`src/rtl/ckpt_ctrl.sv`:
```
// Checkpoint controller: saves dirty registers to NVM behind an invalidate/commit
// key pair, and reloads them on restore when the commit key is present.
module ckpt_ctrl #(
  parameter int NREG = 8,
  parameter int N    = 32,
  parameter int AW   = 4,
  parameter logic [N-1:0] COMMIT_KEY = 32'hA5A5_5A5A
) (
  input  logic                Clk,
  input  logic                Rst,
  input  logic                Pwr_off,
  input  logic                Backup_req,
  input  logic                Restore_req,
  input  logic [2*NREG-1:0]   Dirty_val,
  input  logic [N*NREG-1:0]   Backup_Vout,
  output logic                Backup_en,
  output logic [NREG-1:0]     Backup_ack,
  output logic [NREG-1:0]     Restore_en,
  output logic [N-1:0]        Restore_Vin,
  output logic                Nvm_req,
  output logic                Nvm_we,
  output logic [AW-1:0]       Nvm_addr,
  output logic [N-1:0]        Nvm_wdata,
  input  logic [N-1:0]        Nvm_rdata,
  input  logic                Nvm_ready,
  output logic                Busy,
  output logic                Backup_done,
  output logic                Restore_done,
  output logic                Restore_valid
);

  typedef enum logic [2:0] {
    IDLE, B_INV, B_SCAN, B_WRITE, B_COMMIT, R_CHECK, R_READ, DONE
  } state_t;

  state_t          state, state_n;
  logic [AW-1:0]   ptr, ptr_n;
  logic            mode, mode_n;   // 1 = restore sequence in flight
  logic [NREG-1:0] ack_n, en_n;
  logic [N-1:0]    vin_n;
  logic            valid_n;
  logic            xfer, last;
  logic [1:0]      dirty_cur;
  int              idx;

  assign idx       = int'(ptr);
  assign last      = (ptr == AW'(NREG - 1));
  assign xfer      = Nvm_req & Nvm_ready;
  assign dirty_cur = 2'(Dirty_val >> (2 * idx));

  always_ff @(posedge Clk or negedge Rst) begin
    if (!Rst) begin
      state         <= IDLE;
      ptr           <= '0;
      mode          <= 1'b0;
      Backup_ack    <= '0;
      Restore_en    <= '0;
      Restore_Vin   <= '0;
      Restore_valid <= 1'b0;
    end else begin
      state         <= state_n;
      ptr           <= ptr_n;
      mode          <= mode_n;
      Backup_ack    <= ack_n;
      Restore_en    <= en_n;
      Restore_Vin   <= vin_n;
      Restore_valid <= valid_n;
    end
  end

  always_comb begin
    state_n      = state;
    ptr_n        = ptr;
    mode_n       = mode;
    ack_n        = '0;
    en_n         = '0;
    vin_n        = Restore_Vin;
    valid_n      = Restore_valid;
    Nvm_req      = 1'b0;
    Nvm_we       = 1'b0;
    Nvm_addr     = '0;
    Nvm_wdata    = '0;
    Backup_en    = 1'b0;
    Busy         = 1'b0;
    Backup_done  = 1'b0;
    Restore_done = 1'b0;

    case (state)
      IDLE: begin
        if (Restore_req) begin
          mode_n  = 1'b1;
          state_n = R_CHECK;
        end else if (Backup_req) begin
          mode_n  = 1'b0;
          state_n = B_INV;
        end
      end
      B_INV: begin
        // Kill the old commit word first so a torn backup never looks valid.
        Busy = 1'b1; Backup_en = 1'b1;
        Nvm_req = 1'b1; Nvm_we = 1'b1; Nvm_addr = AW'(NREG);
        if (xfer) begin
          ptr_n   = '0;
          state_n = B_SCAN;
        end
      end
      B_SCAN: begin
        Busy = 1'b1; Backup_en = 1'b1;
        if (dirty_cur != 2'b00) state_n = B_WRITE;
        else if (last) begin
          ptr_n   = '0;
          state_n = B_COMMIT;
        end else ptr_n = ptr + 1'b1;
      end
      B_WRITE: begin
        Busy = 1'b1; Backup_en = 1'b1;
        Nvm_req = 1'b1; Nvm_we = 1'b1; Nvm_addr = ptr;
        Nvm_wdata = N'(Backup_Vout >> (N * idx));
        if (xfer) begin
          ack_n = NREG'(1) << ptr;
          if (last) begin
            ptr_n   = '0;
            state_n = B_COMMIT;
          end else begin
            ptr_n   = ptr + 1'b1;
            state_n = B_SCAN;
          end
        end
      end
      B_COMMIT: begin
        Busy = 1'b1; Backup_en = 1'b1;
        Nvm_req = 1'b1; Nvm_we = 1'b1; Nvm_addr = AW'(NREG);
        Nvm_wdata = COMMIT_KEY;
        if (xfer) state_n = DONE;
      end
      R_CHECK: begin
        Busy = 1'b1;
        Nvm_req = 1'b1; Nvm_addr = AW'(NREG);
        if (xfer) begin
          if (Nvm_rdata == COMMIT_KEY) begin
            ptr_n   = '0;
            state_n = R_READ;
          end else begin
            valid_n = 1'b0;
            state_n = DONE;
          end
        end
      end
      R_READ: begin
        Busy = 1'b1;
        Nvm_req = 1'b1; Nvm_addr = ptr;
        if (xfer) begin
          vin_n = Nvm_rdata;
          en_n  = NREG'(1) << ptr;
          if (last) begin
            ptr_n   = '0;
            valid_n = 1'b1;
            state_n = DONE;
          end else ptr_n = ptr + 1'b1;
        end
      end
      DONE: begin
        Backup_done  = ~mode;
        Restore_done = mode;
        state_n      = IDLE;
      end
      default: state_n = IDLE;
    endcase

    // Power loss behaves like reset on the next edge.
    if (Pwr_off) begin
      state_n = IDLE;
      ptr_n   = '0;
      mode_n  = 1'b0;
      ack_n   = '0;
      en_n    = '0;
      vin_n   = '0;
      valid_n = 1'b0;
    end
  end

endmodule

```
`config.mk`:
```
export PLATFORM = sky130hd
export DESIGN_NAME = ckpt_ctrl
export DESIGN_NICKNAME = d
export VERILOG_FILES = /design/src/rtl/ckpt_ctrl.sv
export SDC_FILE = /design/constraint.sdc
export NUM_CORES = 1
export LEC_CHECK = 0
export CORE_AREA = 2 2 154 156
export DETAILED_ROUTE_END_ITERATION = 8
export DIE_AREA = 0 0 156 158
export RECOVER_POWER = 25
export SLEW_MARGIN = 20
export SYNTH_ARGS = -nofsm -noshare
export SYNTH_HDL_FRONTEND = slang
export SYNTH_SLANG_ARGS = --single-unit
```
`constraint.sdc`:
```
create_clock -name Clk -period 2 [get_ports Clk]
set_clock_uncertainty 0.1 [all_clocks]
set_input_delay 0.4 -clock Clk [delete_from_list [all_inputs] [get_ports Clk]]
set_output_delay 0.4 -clock Clk [all_outputs]
set_load 0.1 [all_outputs]
```
# After elaboration in Yosys (flattened, before gate mapping)
# Index checks and enable logic that the tools add are counted.
# totals
register_bits	57
in_bits	310
wordCells	101
out_inout_bits	91
# op_classes
addsub	1
eq_ne	21
bitwise	2
shifts	3
n_reduce_logical	19
muxes	48
# op_table
cell	count
256-bit by 9-bit >> shifter with 32-bit output	1
32-bit 2-to-1 mux	3
32-bit one-hot mux with 2 select lines	1
8-bit 2-to-1 mux	5
3-bit 2-to-1 mux	12
32-bit == test (second input constant)	1
4-bit 2-to-1 mux	7
3-bit != test (second input constant)	9
3-bit one-hot mux with 8 select lines	1
1-bit 2-to-1 mux	16
4-bit one-hot mux with 4 select lines	1
16-bit by 5-bit >> shifter with 2-bit output	1
3-bit == test (second input constant)	4
4-bit != test (second input constant)	2
4-bit one-hot mux with 2 select lines	1
8-bit AND reduction	1
2-bit nonzero test	4
1-bit by 4-bit left shift with 8-bit output (first input constant)	1
3-bit by 2-bit == test with 1-bit output (second input constant)	2
6-bit AND reduction	1
3-bit nonzero test	2
3-bit OR reduction	2
6-bit OR reduction	1
5-bit AND reduction	1
other kinds (13)	14

# Depth between registers and ports, before layout
# depth
depth_word	7
mapped_depth	7
depth_no_buf	6

# Worst setup path after synthesis
# No wires, ideal clock.
# synth_path
kind	reg2out
start	reg ptr[2]
end	out Nvm_wdata[14]
path_buffers	1
t_arrival_ns	3.280
required_ns	1.500
setup_slack_ns	-1.780
stages_incl_launch_ff	5
cell_sequence	dfrtp_1 inv_2 buf_1 mux2i_1 o21ai_0
# synth_via
elab_chain_len	2
# synth_lines
element	line	rtl
start, declared	37	logic [AW-1:0] ptr, ptr_n;
start signal, assigned	62	ptr <= ptr_n;
256-bit by 9-bit >> shifter with 32-bit output	118	Nvm_wdata = N'(Backup_Vout >> (N * idx));
32-bit one-hot mux with 2 select lines	88	case (state)
end, declared	23	output logic [N-1:0] Nvm_wdata,
# No other way between the ends.

# Worst setup path in the final report
# layout_path
start	reg ptr[0]
end	out Nvm_wdata[18]
# Same word-level chain as after synthesis.

==> flow_metrics.py <==
metrics = {
    "logic_synthesis": {
        "synth-edff-count": 0,
        "synth_cell_type_count": 44,
        "synth_cells": 484,
        "syn_area_per_cell_um2": 9.85,
        "synth_area_um2": 4770,
        "yosysSeqAreaShare_pct": 29.9,
        "async_reset_ff_share_pct": 100,
        "ys_ff_latch": 57,
        "ys.flop_type": "dfrtp_1",
        "ys_warn_count": 0,
        "postSynthNetCount": 800,
    },
    "critical_path": {
        "max_stage_delay_ns": 0.52,
        "crit_chain": "buf_12, buf_8, mux4_2, mux2i_2, o21ai_4, buf_12",
        "r2r_end": "state[1]",
        "cpMostUsedCell": "buf_12",
        "cp_num_cells": 6,
        "crit_buf_inv": 3,
        "ff2ff_path_depth": 11,
        "cpLargestDelayFamily": "multiplexers",
        "r2r-start": "ptr[0]",
        "worstSetupPathType": "reg -> out",
        "endpoint": "Nvm_wdata[18]",
        "cp_max_fo": 7,
        "end_kind": "output port",
        "required_ns": 1.50,
        "crit_arrival_ns": 2.09,
        "start_kind": "flip-flop",
        "slowest_stage": "mux4_2",
        "regToRegSetupSlack_ns": -0.35,
        "critPathLaunch": "ptr[0]",
    },
    "sta": {
        "setup-violations-final": 45,
        "fin_setup_tns_ns": -19.18,
        "tightest_slew_ns": 0.803,
        "finalHoldViolations": 0,
        "hold_slack_ns": 0.276,
        "fin_crit_sh_pct": 129,
        "max_freq_mhz": 386,
        "grt_setup_unrepaired": "yes",
        "setup_ws_ns": -0.589,
        "slew_viol_final": 0,
        "fin_crit_ns": 2.59,
        "timing.slew.headroom_pct": 46.5,
    },
    "routing": {
        "first_pass_iters": 4,
        "drt_iter0_drc": 243,
        "wl_per_cell_um": 20.4,
        "post_drt_via_cell_ratio": 4.74,
        "antenna_left": 0,
        "finalWirelength_um": 25200,
        "drc_errors": 0,
        "vias": 5841,
    },
    "pwr": {
        "ir_drop_uv": 434,
        "p_leak_nw": 4.59,
        "p_per_area_nw_per_um2": 593,
        "power_w": 0.00708,
    },
    "clocking": {
        "cts_tree": "built",
        "clk-insertion-delay-late_ns": 0.32,
        "root_buffer": "clkbuf_16",
        "cts_made_buffers": 9,
        "cts_buffer_depth": 2,
        "htreeDepth": 3,
        "path_clk_slew_ns": 0.05,
        "cts_sinks": 57,
    },
    "floorplan": {
        "rows": 56,
        "die_h_um": 158,
        "die_w_um": 156,
        "core_area_um2": 23100,
        "dieArea_um2": 24600,
        "io_pins": 401,
        "floorplan.initialDensity_pct": 20.7,
    },
    "finish": {
        "nFillCells": 2054,
        "final_core_util_pct": 51.8,
        "final_common_cell": "clkdlybuf4s50_1",
        "final_cell_area_um2": 11900,
        "drive_above_1_share_pct": 41.9,
        "area_delta_synth_final_pct": 150,
        "layout_common_cells": "290 x clkdlybuf4s50_1, 83 x buf_12, 79 x nand2_1",
        "nets": 1253,
    },
    "grt": {
        "grt_max_degree": 58,
        "grt-ovfl-total": 0,
        "antenna_found_initial": 2,
        "grt_pass1_wl_um": 36700,
        "track_usage_pct": 19.9,
        "first_global_vias": 6261,
    },
    "job": {
        "cap_violations": 0,
    },
    "worst_hold_path": {
        "hold_path_class": "in -> reg",
        "min-delay-start": "Nvm_rdata[24]",
    },
    "outcome": {
        "outcome": "finished with violations",
        "violations": "negative setup slack",
    },
    "placed_design": {
        "globalplace.congestion": 0.859,
        "io_buffers": 400,
        "placed_area_um2": 10700,
        "dp.final_hpwl_um": 20500,
    },
}
==> worst min-delay path by stage <==
stage	to	slack, ns	cells past startpoint
3_5_place_dp	Restore_Vin[10]	0.32	2
5_1_grt	Restore_Vin[24]	0.28	3
3_3_place_gp	Restore_Vin[10]	0.32	2
6_report	Restore_Vin[24]	0.28	3
4_1_cts	Restore_Vin[7]	0.42	2
2_1_floorplan	Backup_ack[0]	0.004	0
==> synthesized netlist by cell type, types with 2 or more instances <==
library cell	instances	share of area [%]
o21ai_0	22	2.3
buf_1	5	0.39
a21oi_1	53	5.6
buf_4	2	0.31
mux4_2	64	30
nand3_1	9	0.94
buf_2	12	1.3
mux2i_1	17	3.6
nor3_1	5	0.52
ha_1	6	1.6
nor2_1	42	3.3
nor4bb_1	8	1.7
nand2_1	110	8.7
o311ai_1	3	0.55
clkbuf_1	22	1.7
or3_1	2	0.26
inv_1	9	0.71
a31oi_1	6	0.79
and2_1	2	0.26
nand4_1	3	0.39
mux2_4	3	0.94
dfrtp_1	57	30
==> state kept, by name (all words and copies together), names as in the netlist <==
signal         count
Restore_en         8
Restore_valid      1
state              3
Backup_ack         8
mode               1
Restore_Vin       32
ptr                4
==> per-stage QoR <==
stage | instances | setup WS [ns]
global route | 1232 | -0.637
floorplan | 484 | -0.307
global placement | 1184 | -0.644
detailed placement | 1184 | -0.642
CTS | 1225 | -0.614
finish | 1233 | -0.589
==> worst register-to-register path: stages, from the launching register on <==
cell and delay, ns:
dfrtp_4 0.48, buf_12 0.16, buf_12 0.15, buf_16 0.14, buf_6 0.11, buf_8 0.12, ha_4 0.16, and2_4 0.15
nor2_4 0.08, a31oi_1 0.08, mux2_4 0.27, a221oi_2 0.25
==> power by group <==
part	internal, W	leakage [nW]	switching (W)
clock network	0.000986	0.144	0.000515
logic	0.00200	3.66	0.00235
registers	0.00119	0.788	0.0000397
total	0.00418	4.59	0.00290
==> cell type report <==
cell class              count  area, um^2  share of cell area, %
clock inverters             5        56.3                  0.472
flip-flops and latches     57        1440                   12.0
repair buffers            484        5640                   47.3
diodes                      2        5.00                 0.0419
multi-input cells         375        4150                   34.7
inverters                  10        51.3                  0.430
well taps                 290         363                   3.04
clock buffers              10         239                   2.00
==> per-layer routing <==
layer  track usage, %  vias up  wire length, um
li1                 -     2713                -
met1             21.7     2826             8910
met2             38.1      270            13900
met3             4.43       28             1650
met4             6.51        4              631
met5                0        -               62
==> timing repair <==
item,4_1_cts,5_1_grt
hold buffers,1,0
setup buffers,22,9
endpoints found under the setup margin,49,49
endpoints found under the hold margin,50,0
resized for setup,91,69
gates cloned,3,0
pin swaps,38,38
==> logic make-up (layout without fill, tap and decap cells) <==
group,count (synthesis),after routing,share of synthesized area [%]
adder cells (fa/ha/maj),6,6,1.57
buffers and inverters,52,509,4.72
other,0,2,0
AO/OA/AOI/OAI,96,96,11.6
flip-flops,57,57,29.9
XOR/XNOR,2,2,0.367
multiplexers,85,85,35.0
AND/OR/NAND/NOR,186,186,16.8
No activity file was read; power rests on OpenSTA's default activity.
